`src/rtl/regfile_wb_arbiter.sv`:
```
// Round-robin arbiter sharing the register file write port among ALU, load and debug
// requesters, with a registered write stage and a busy scoreboard for RAW hazard lookup.
module regfile_wb_arbiter #(
    parameter int NUM_REGS = 10
) (
    input  logic        CLK,
    input  logic        reset_n,
    input  logic [2:0]  req_valid,
    input  logic [14:0] req_rd,
    input  logic [95:0] req_data,
    output logic [2:0]  req_ready,
    input  logic        claim_valid,
    input  logic [4:0]  claim_rd,
    input  logic [4:0]  rs1,
    input  logic [4:0]  rs2,
    output logic        busy_rs1,
    output logic        busy_rs2,
    output logic        WE3,
    output logic [4:0]  A3,
    output logic [31:0] WD3,
    output logic        err_rd
);
    // Handshake: requester i transfers on a posedge where req_valid[i] && req_ready[i];
    // rd/data must stay stable while valid and not yet granted.
    localparam logic [5:0] MAX_RD = 6'(NUM_REGS);

    logic [1:0]  ptr;
    logic [1:0]  gidx;
    logic        xfer;
    logic [4:0]  sel_rd;
    logic [31:0] sel_data;
    logic        rd_ok;
    logic        rd_high;
    logic [31:0] busy;

    always_comb begin
        logic [2:0] cand;
        logic       found;
        req_ready = '0;
        gidx      = '0;
        found     = 1'b0;
        for (int k = 0; k < 3; k++) begin
            cand = {1'b0, ptr} + 3'(k);
            if (cand >= 3'd3) cand = cand - 3'd3;
            if (!found && req_valid[cand[1:0]]) begin
                found             = 1'b1;
                gidx              = cand[1:0];
                req_ready[cand[1:0]] = 1'b1;
            end
        end
    end

    assign xfer = |req_ready;

    always_comb begin
        case (gidx)
            2'd1:    begin sel_rd = req_rd[9:5];   sel_data = req_data[63:32]; end
            2'd2:    begin sel_rd = req_rd[14:10]; sel_data = req_data[95:64]; end
            default: begin sel_rd = req_rd[4:0];   sel_data = req_data[31:0];  end
        endcase
    end

    assign rd_high = ({1'b0, sel_rd} > MAX_RD);
    assign rd_ok   = (sel_rd != 5'd0) && !rd_high;

    always_ff @(posedge CLK or negedge reset_n) begin
        if (!reset_n) begin
            ptr    <= 2'd0;
            WE3    <= 1'b0;
            A3     <= '0;
            WD3    <= '0;
            err_rd <= 1'b0;
        end else begin
            WE3 <= xfer && rd_ok;
            if (xfer) begin
                ptr <= (gidx == 2'd2) ? 2'd0 : gidx + 2'd1;
                A3  <= sel_rd;
                WD3 <= sel_data;
                if (rd_high) err_rd <= 1'b1;
            end
        end
    end

    // Bits outside 1..NUM_REGS are never set, so lookups need no range guard.
    always_ff @(posedge CLK or negedge reset_n) begin
        if (!reset_n) begin
            busy <= '0;
        end else begin
            for (int r = 1; r < 32; r++) begin
                if (r <= NUM_REGS) begin
                    if (claim_valid && claim_rd == 5'(r))
                        busy[r] <= 1'b1;
                    else if (xfer && sel_rd == 5'(r))
                        busy[r] <= 1'b0;
                end
            end
        end
    end

    assign busy_rs1 = busy[rs1];
    assign busy_rs2 = busy[rs2];
endmodule

```
`config.mk`:
```
export PLATFORM = sky130hd
export DESIGN_NAME = regfile_wb_arbiter
export DESIGN_NICKNAME = d
export VERILOG_FILES = /design/src/rtl/regfile_wb_arbiter.sv
export SDC_FILE = /design/constraint.sdc
export NUM_CORES = 1
export LEC_CHECK = 0
export ABC_CLOCK_PERIOD_IN_PS = 2900
export BUFFER_PORTS_ARGS = -buffer_cell sky130_fd_sc_hd__clkbuf_2
export CAP_MARGIN = 15
export CORE_MARGIN = 4
export CORE_UTILIZATION = 40
export DETAILED_ROUTE_END_ITERATION = 6
export GPL_ROUTABILITY_DRIVEN = 0
export GPL_TIMING_DRIVEN = 0
export PLACE_DENSITY = 0.73
export REMOVE_ABC_BUFFERS = 1
export SYNTH_ARGS = -nofsm -noshare
export SYNTH_HDL_FRONTEND = slang
export SYNTH_SLANG_ARGS = --single-unit
```
`constraint.sdc`:
```
create_clock -name CLK -period 2.9 [get_ports CLK]
set_input_delay 0.29 -clock CLK [delete_from_list [all_inputs] [get_ports CLK]]
set_output_delay 0.29 -clock CLK [all_outputs]
set_load 0.05 [all_outputs]
```
**Yosys cells after proc, flatten, opt, wreduce, memory -nomap -nowiden**

Index checks and enable logic that the tools add are counted.

- Flip-flop bits (word level): 51
- Input port bits: 132
- Output and inout port bits: 44
- Logic and storage cells: 150

- Add/subtract/negate cells: 6
- Order comparisons: 12
- Eq/ne operators: 22
- Multiplexer cells: 50
- Bitwise operators: 2
- Reduce and logical (&&, ||, !) cells: 43

Operators by type and width:

| cell | number |
|---|---|
| $pmux W32 S2 | 1 |
| $eq A5 B3 Y1 const B | 8 |
| $eq A5 B4 Y1 const B | 6 |
| $mux W1 | 30 |
| $logic_and A1 B1 Y1 | 27 |
| $eq A5 B2 Y1 const B | 4 |
| $reduce_bool A2 Y1 | 10 |
| $mux W2 | 7 |
| $lt A5 B6 Y1 const B | 2 |
| $bmux W1 S5 | 2 |
| $eq A5 B1 Y1 const B | 2 |
| $pmux W5 S2 | 1 |
| $lt A2 B3 Y1 const B | 3 |
| $mux W3 | 3 |
| $bmux W1 S2 | 3 |
| $demux W1 S2 | 3 |
| $ge A2 B1 Y1 const B | 3 |
| $ge A3 B2 Y1 const B | 2 |
| $or A3 B3 Y3 | 2 |
| $sub A2 B2 Y2 const B | 3 |
| $gt A5 B4 Y1 const B | 1 |
| $reduce_bool A5 Y1 | 1 |
| $add A2 B1 Y3 const B | 1 |
| $add A2 B2 Y3 const B | 1 |
| other kinds (7) | 9 |

**Longest topological paths before layout**

Gate-level depths: netlist of the first run.

- Depth after elaboration: 17
- Mapped depth: 16
- Gate-level depth less buffers: 14

**Least setup slack after synthesis of the first run**

Ideal clock, no wire load.

- Path kind: register -> register
- Start point: reg ptr[0]
- End point: reg busy[1]
- Setup time: 0.134 ns
- Arrival time: 2.891 ns
- Data required time: 2.766 ns
- Slack: -0.126 ns
- Cell stages (with the launch flop): 15
- Path buffers: 2
- Period minus slack after synthesis: 3.026 ns
- Path through: dfrtp_1 > inv_1 > ha_1 > buf_2 > and3b_1 > a211o_1 > o22ai_1 > inv_1 > ha_1 > clkbuf_1 > a22oi_1 > a21oi_1 > nand2b_1 > a2111oi_0 > a21oi_1

- Longest elaborated chain between the ends: 16
- Elaborated cells between the ends (all ways): 53
- Those cells by class: add/sub (5); order compare (9); eq/ne (3); mux (24); bitwise (2); reduce/logical (10)

RTL lines:

| item | RTL line | source |
|---|---|---|
| from (decl) | 27 | `logic [1:0] ptr;` |
| from (signal assigned) | 76 | `ptr <= (gidx == 2'd2) ? 2'd0 : gidx + 2'd1;` |
| parallel branches: the longest is 14 deep, another holds $add A2 B1 Y3 | -- |  |
| $logic_and A1 B1 Y1 (*) | 93 | `else if (xfer && sel_rd == 5'(r))` |
| $reduce_bool A2 Y1 (no source line) (*) | -- |  |
| to (signal assigned) | 87 | `busy <= '0;` |
| to (signal, indexed assignment) | 92 | `busy[r] <= 1'b1;` |
| to (signal, indexed assignment) | 94 | `busy[r] <= 1'b0;` |
| to (decl) | 34 | `logic [31:0] busy;` |

Mark *: on every way between the ends. The select of a mux whose other input is x is not followed.
A chain may end at the register's enable or synchronous reset.

**Worst setup path after layout of the first run**

- Start point: reg ptr[0]
- End point: reg busy[10]

- Longest elaborated chain between the ends: 16
- Elaborated cells between the ends (all ways): 53
- Those cells by class: add/sub (5); order compare (9); eq/ne (3); mux (24); bitwise (2); reduce/logical (10)

RTL lines:

| item | RTL line |
|---|---|
| parallel branches: the longest is 14 deep, another holds $add A2 B1 Y3 | -- |
| $logic_and A1 B1 Y1 (*) | 93 |
| $reduce_bool A2 Y1 (no source line) (*) | -- |

Marks and branches as above.

==> qor.txt, run 1 <==
FF+latch area - 1280 um^2
Critical Path RT - 3.07 ns
antenna violations before repair - 0
DR iter-0 viols - 115
RSZ-0062 raised after global routing - true
Setup Skew - 0.0111 ns
number of CTS-inserted buffers - 5
largest net degree at the start of global routing - 29
Unique masters post-synth - 42
status - finished, final reports clean
vias in the first global route - 3584
share of cells above drive strength 1 - 60.3%
Syn Inst Count - 351
CP Launch Type - flop
met1 usage - 26.8%
area of the multi-input gates - 2500 um^2
H-tree levels - 2
PortBufs - 175
YS warnings - 22
Initial Utilization - 41.5%
Remaining DRCs - 0
maximum fanout along the worst path - 8
grt peak-use layer - met2
WL/cell - 18.4 um
fmax - 345 MHz
Reg clk slew, reported paths - 0.10 ns
num rows - 33
Worst-Margin Slew - 1.14 ns
Final Max Slew Viols - 0
first-pass GRT wire length - 17500 um
Final min period - 2.90 ns
Die H - 101 um
clk sinks - 51
CORE AREA - 8340 um^2
GR Layer Usage met2 - 38.4%
Yosys top cell by area - dfrtp_1
Worst Hold Class - in2async
Die Wd - 101 um
latest clock arrival within the worst-skew pair - 0.30 ns
Final Hold Fails - 0
maxcap violations - 0
antenna diode count - 0
Layout fillers - 664
CTS root buffer - clkbuf_8
Final nets - 686
Primary FF master, synth - dfrtp_1
Pre-Repair DR Iteration Count - 4
CP endpoint kind - flop
Top Ports - 176
GRT overflow - 0
full die area - 10200 um^2
GRT Total Usage - 21.7%
most used cell, CP - ha_4
crit path DAT - 3.07 ns
CTS Buffer Depth - 2
final setup violation count - 0
Max-slew headroom - 24.1%
Critical Path Max Stage Delay - 0.46 ns
post-synthesis to final-layout area growth - 53.2%
Via density - 5.59
Final Cycle Share - 99.9%
#FFs+latches synth - 51
post-synthesis sequential area ratio - 36.8%
grt met3 use - 4.29%
ANT nets after route - 0
ys async rst share - 100%
routed wire length - 12000 um
FF-to-FF path depth - 15
TritonCTS clock tree - done
DR vias - 3636
# hold bufs at CTS - 0
Avg Synthesized Cell Area - 9.87 um^2
crit-path cells - inv_4 -> buf_4 -> ha_4 -> nor4bb_2 -> a211o_1 -> o22ai_4 -> inv_2 -> ha_4 -> a22oi_2 -> a21oi_4 -> buf_12 -> nand2b_4 -> buf_6 -> nor4_2 -> a21oi_1
kind of critical path - reg2reg
detailed placement HPWL - 7570 um
Area contributors post-synth - dfrtp_1 (37%), mux2_4 (16%), a22oi_1 (8.2%)
slowest CP cell - dfrtp_2
EDFF count, synth - 0
Hold Slack - 0.0245 ns
Cell Area, Synth - 3460 um^2
share of the synthesized area in the top cell type - 36.8%
-- synthesized netlist by cell type (all sizes together), types with 2 or more instances --
| master | n |
|---|---|
| a2111oi | 2 |
| a21o | 3 |
| a21oi | 51 |
| a22oi | 38 |
| a31oi | 8 |
| and3 | 4 |
| buf | 10 |
| clkbuf | 13 |
| dfrtp | 51 |
| ha | 8 |
| inv | 11 |
| mux2 | 39 |
| mux2i | 8 |
| mux4 | 3 |
| nand2 | 11 |
| nand2b | 6 |
| nand3 | 2 |
| nand3b | 2 |
| nor2 | 50 |
| nor2b | 3 |
| nor3 | 2 |
| nor3b | 2 |
| nor4 | 4 |
| nor4bb | 3 |
| o21ai | 7 |
-- worst paths after layout --
path | endpoint | slack [ns] | startpoint
max | busy[10]$_DFFE_PN0P_ | 0.003 | ptr[0]$_DFFE_PN0P_
max in group asynchronous | WD3[6]$_DFFE_PN0P_ | 2.30 | reset_n
max reg2reg | busy[10]$_DFFE_PN0P_ | 0.003 | ptr[0]$_DFFE_PN0P_
min | WD3[16]$_DFFE_PN0P_ | 0.02 | reset_n
min reg2reg | err_rd$_DFFE_PN0P_ | 0.48 | err_rd$_DFFE_PN0P_
min in group CLK | WD3[18]$_DFFE_PN0P_ | 0.37 | req_data[18]
-- critical path, delay by kind of cell, from the launching register on --
| kind | cells | cell delay (ns) |
|---|---|---|
| flip-flops | 1 | 0.46 |
| AO/OA/AOI/OAI | 5 | 0.91 |
| AND/OR/NAND/NOR | 3 | 0.45 |
| buffers and inverters | 5 | 0.56 |
| adder cells (fa/ha/maj) | 2 | 0.39 |
-- placed cells by master (no fill, tap or decap), types with 3 or more instances in the layout --
cell type / n
clkbuf_2: 175
mux2_4: 37
o21ai_0: 4
and3_1: 4
mux2i_1: 7
ha_4: 6
inv_2: 3
clkbuf_8: 5
a21oi_2: 3
a22oi_1: 16
inv_1: 7
nor2_1: 45
nand2b_4: 3
nand2_1: 8
a21oi_4: 4
buf_6: 4
nand2b_1: 3
a21o_1: 3
nor4_2: 3
mux4_2: 3
a21oi_1: 44
buf_4: 25
buf_12: 3
a31oi_1: 8
nor2_4: 4
a22oi_2: 22
nor2b_1: 3
dfrtp_1: 49
-- cell type report --
type / count / share of cell area [%]
Timing Repair Buffer: 210 / 23.6
Sequential cell: 51 / 24.1
Clock inverter: 1 / 0.566
Multi-Input combinational cell: 267 / 47.1
Tap cell: 105 / 2.48
Clock buffer: 6 / 1.37
Inverter: 11 / 0.825
-- per-layer routing --
layer | wire, um | up-vias
met2 | 6200 | 154
met1 | 4770 | 1781
met3 | 793 | 15
li1 | - | 1686
met5 | 0 | -
met4 | 215 | 0
-- cells by family (layout without fill, tap and decap cells) --
logic type / after synthesis / after routing / share of synthesized area (%)
compound gates: 118 / 118 / 21.9
fa+ha+maj: 8 / 8 / 2.89
buf+inv: 34 / 228 / 4.73
flops: 51 / 51 / 36.8
mux: 50 / 50 / 21.1
simple gates: 90 / 91 / 12.6
-- state kept, by name, summed over array words and instances (netlist names) --
| signal | count |
|---|---|
| err_rd | 1 |
| WD3 | 32 |
| WE3 | 1 |
| A3 | 5 |
| busy | 10 |
| ptr | 2 |
-- stage by stage --
stage | util, % | area [um^2] | setup TNS, ns | worst slack, ns | std cells
detailed placement | 53.0 | 4420 | -21.03 | -1.01 | 611
global route | 63.6 | 5310 | -0.675 | -0.0902 | 651
finish | 63.6 | 5310 | 0 | 0.00345 | 651
global placement | 52.1 | 4350 | -63.38 | -2.05 | 608
floorplan | - | 3340 | -27.34 | -1.02 | 328
CTS | 58.3 | 4860 | -0.0114 | -0.0114 | 637
-- repair_timing --
action	4_1_cts	5_1_grt
endpoints found under the setup margin	51	48
cloned	2	1
pin swaps	5	24
buffers inserted	17	15
gates resized for setup	34	65
endpoints found under the hold margin	0	0
Power of run 1 is left out: the tool's default activity adds up to more than one toggle a clock period on the data nets, which glitch-free logic cannot reach.
==> run 2, diff against run 1 <==
- SETUP_SLACK_MARGIN: default -> 0.5
==> run 2 against run 1 <==
Die area unchanged; final area is 8.7% higher; flip-flop and latch count unchanged; cell count grew 2.2%.
==> qor.txt, run 2 (synthesis gave the netlist of run 1 again) <==
largest net degree at the start of global routing - 27 (-6.9%)
H-tree levels - 2 (unchanged)
Setup Skew - 0.00530 ns (-0.00579 ns)
kind of critical path - reg2reg
Die Wd - 101 um (unchanged)
CTS Buffer Depth - 2 (unchanged)
latest clock arrival within the worst-skew pair - 0.30 ns (about the same)
CTS root buffer - clkbuf_8
CORE AREA - 8340 um^2 (unchanged)
clk sinks - 51 (unchanged)
FF-to-FF path depth - 14 (-1)
slowest CP cell - dfrtp_2
CP endpoint kind - flop
placed cells - 611 (unchanged)
WL/cell - 19.9 um (+8.0%)
Critical Path Max Stage Delay - 0.47 ns (about the same)
Final min period - 2.88 ns (-0.0146 ns)
Pre-Repair DR Iteration Count - 4 (unchanged)
Worst Hold Class - in2async
most frequent cells in the layout - clkbuf_2 (172), dfrtp_1 (49), nor2_1 (41)
GRT Total Usage - 25.4% (+3.7 points)
Reg clk slew, reported paths - 0.09 ns (about the same)
# hold bufs at CTS - 0 (unchanged)
Remaining DRCs - 0 (unchanged)
fmax - 347 MHz (+0.51%)
TritonCTS clock tree - done
post-synthesis to final-layout area growth - 66.6%
Via density - 5.61 (+0.48%)
status - finished, final reports clean
final core occ - 69.2% (+5.6 points)
DR iter-0 viols - 148 (+29%)
Final nets - 700 (+2.0%)
Max-slew headroom - 28.5% (+4.4 points)
detailed placement HPWL - 7570 um (unchanged)
ANT nets after route - 0 (unchanged)
Final Hold Fails - 0 (unchanged)
DR vias - 3732 (+2.6%)
PortBufs - 175 (unchanged)
Initial Utilization - 41.5% (unchanged)
max reg flops - 32 (unchanged)
Non-Filler Instances - 665 (+2.2%)
first-pass GRT wire length - 20300 um (+16%)
GRT overflow - 0 (unchanged)
Final Cycle Share - 99.4% (-0.50 points)
num rows - 33 (unchanged)
final setup violation count - 0 (unchanged)
vias in the first global route - 3943 (+10%)
crit-path cells - inv_2 -> ha_4 -> mux2i_4 -> nor2_4 -> a21oi_4 -> o22ai_4 -> ha_4 -> buf_12 -> nor2_4 -> a21oi_4 -> nand2b_4 -> buf_6 -> a21oi_2 -> a31oi_1
antenna diode count - 0 (unchanged)
Layout fillers - 592 (-11%)
commonest non-fill, non-tap cell in the layout - clkbuf_2
CP Launch Type - flop
Die H - 101 um (unchanged)
routed wire length - 13200 um (+10%)
full die area - 10200 um^2 (unchanged)
maximum fanout along the worst path - 8 (unchanged)
crit path DAT - 3.10 ns (+0.03 ns)
number of CTS-inserted buffers - 5 (unchanged)
share of cells above drive strength 1 - 67.7% (+7.4 points)
antenna violations before repair - 0 (unchanged)
Critical Path RT - 3.11 ns (+0.04 ns)
Top Ports - 176 (unchanged)
Final Max Slew Viols - 0 (unchanged)
maxcap violations - 0 (unchanged)
most flop-heavy register - WD3
RSZ-0062 raised after global routing - true
Worst-Margin Slew - 1.07 ns (-0.0653 ns)
biggest regs - WD3: 32 flops, busy: 10 flops, A3: 5 flops
## run 2: what timing repair did
item | CTS | global route
endpoints found under the setup margin | 54 | 54
pin swaps | 36 | 13
setup buffers | 34 | 6
resized for setup | 131 | 39
gates cloned | 7 | 0
## run 2: per-layer routing
layer / wire length (um) / part of all wire [%] / up-vias / GRT usage, %
li1: - / - / 1722 / -
met1: 5290 / 40 / 1815 / 30.5
met2: 6800 / 51 / 171 / 45.9
met3: 843 / 6.4 / 24 / 4.71
met4: 287 / 2.2 / 0 / 6.95
met5: 0 / 0 / - / 0
## run 2: critical path, delay by kind of cell, from the launching register on
kind	cells	cell delay [ns]
AO/OA/AOI/OAI	5	0.76
adder cells (fa/ha/maj)	2	0.54
flip-flops	1	0.47
buffers and inverters	3	0.36
AND/OR/NAND/NOR	3	0.36
multiplexers	1	0.31
## run 2: area by class of cell
class	count	area, um^2	share of cell area (%)
well taps	105	131	2.28
clock buffers	6	72.6	1.26
flip-flops and latches	51	1280	22.2
clock inverters	1	30.0	0.520
repair buffers	221	1490	25.9
inverters	11	43.8	0.759
multi-input cells	270	2720	47.1
## run 2: final timing paths
kind	start	endpoint	slack, ns
worst min register to register	err_rd$_DFFE_PN0P_	err_rd$_DFFE_PN0P_	0.48
worst max-delay path	ptr[1]$_DFFE_PN0P_	busy[5]$_DFFE_PN0P_	0.02
worst min-delay path	reset_n	WD3[16]$_DFFE_PN0P_	0.03
max in group asynchronous	reset_n	WD3[6]$_DFFE_PN0P_	2.29
worst max register to register	ptr[1]$_DFFE_PN0P_	busy[5]$_DFFE_PN0P_	0.02
min in group CLK	req_rd[2]	A3[2]$_DFFE_PN0P_	0.34
## run 2: stage by stage
stage,hold slack (ns),setup TNS (ns),setup WS [ns],instance area (um^2)
finish,0.0251,0,0.0180,5770
global route,0.0680,-0.269,-0.0580,5770
CTS,0.0278,0,0.149,5570
detailed placement,0.355,-21.03,-1.01,4420
global placement,0.458,-63.38,-2.05,4350
floorplan,-0.00559,-27.34,-1.02,3340
Power of run 2 is left out for the same reason.
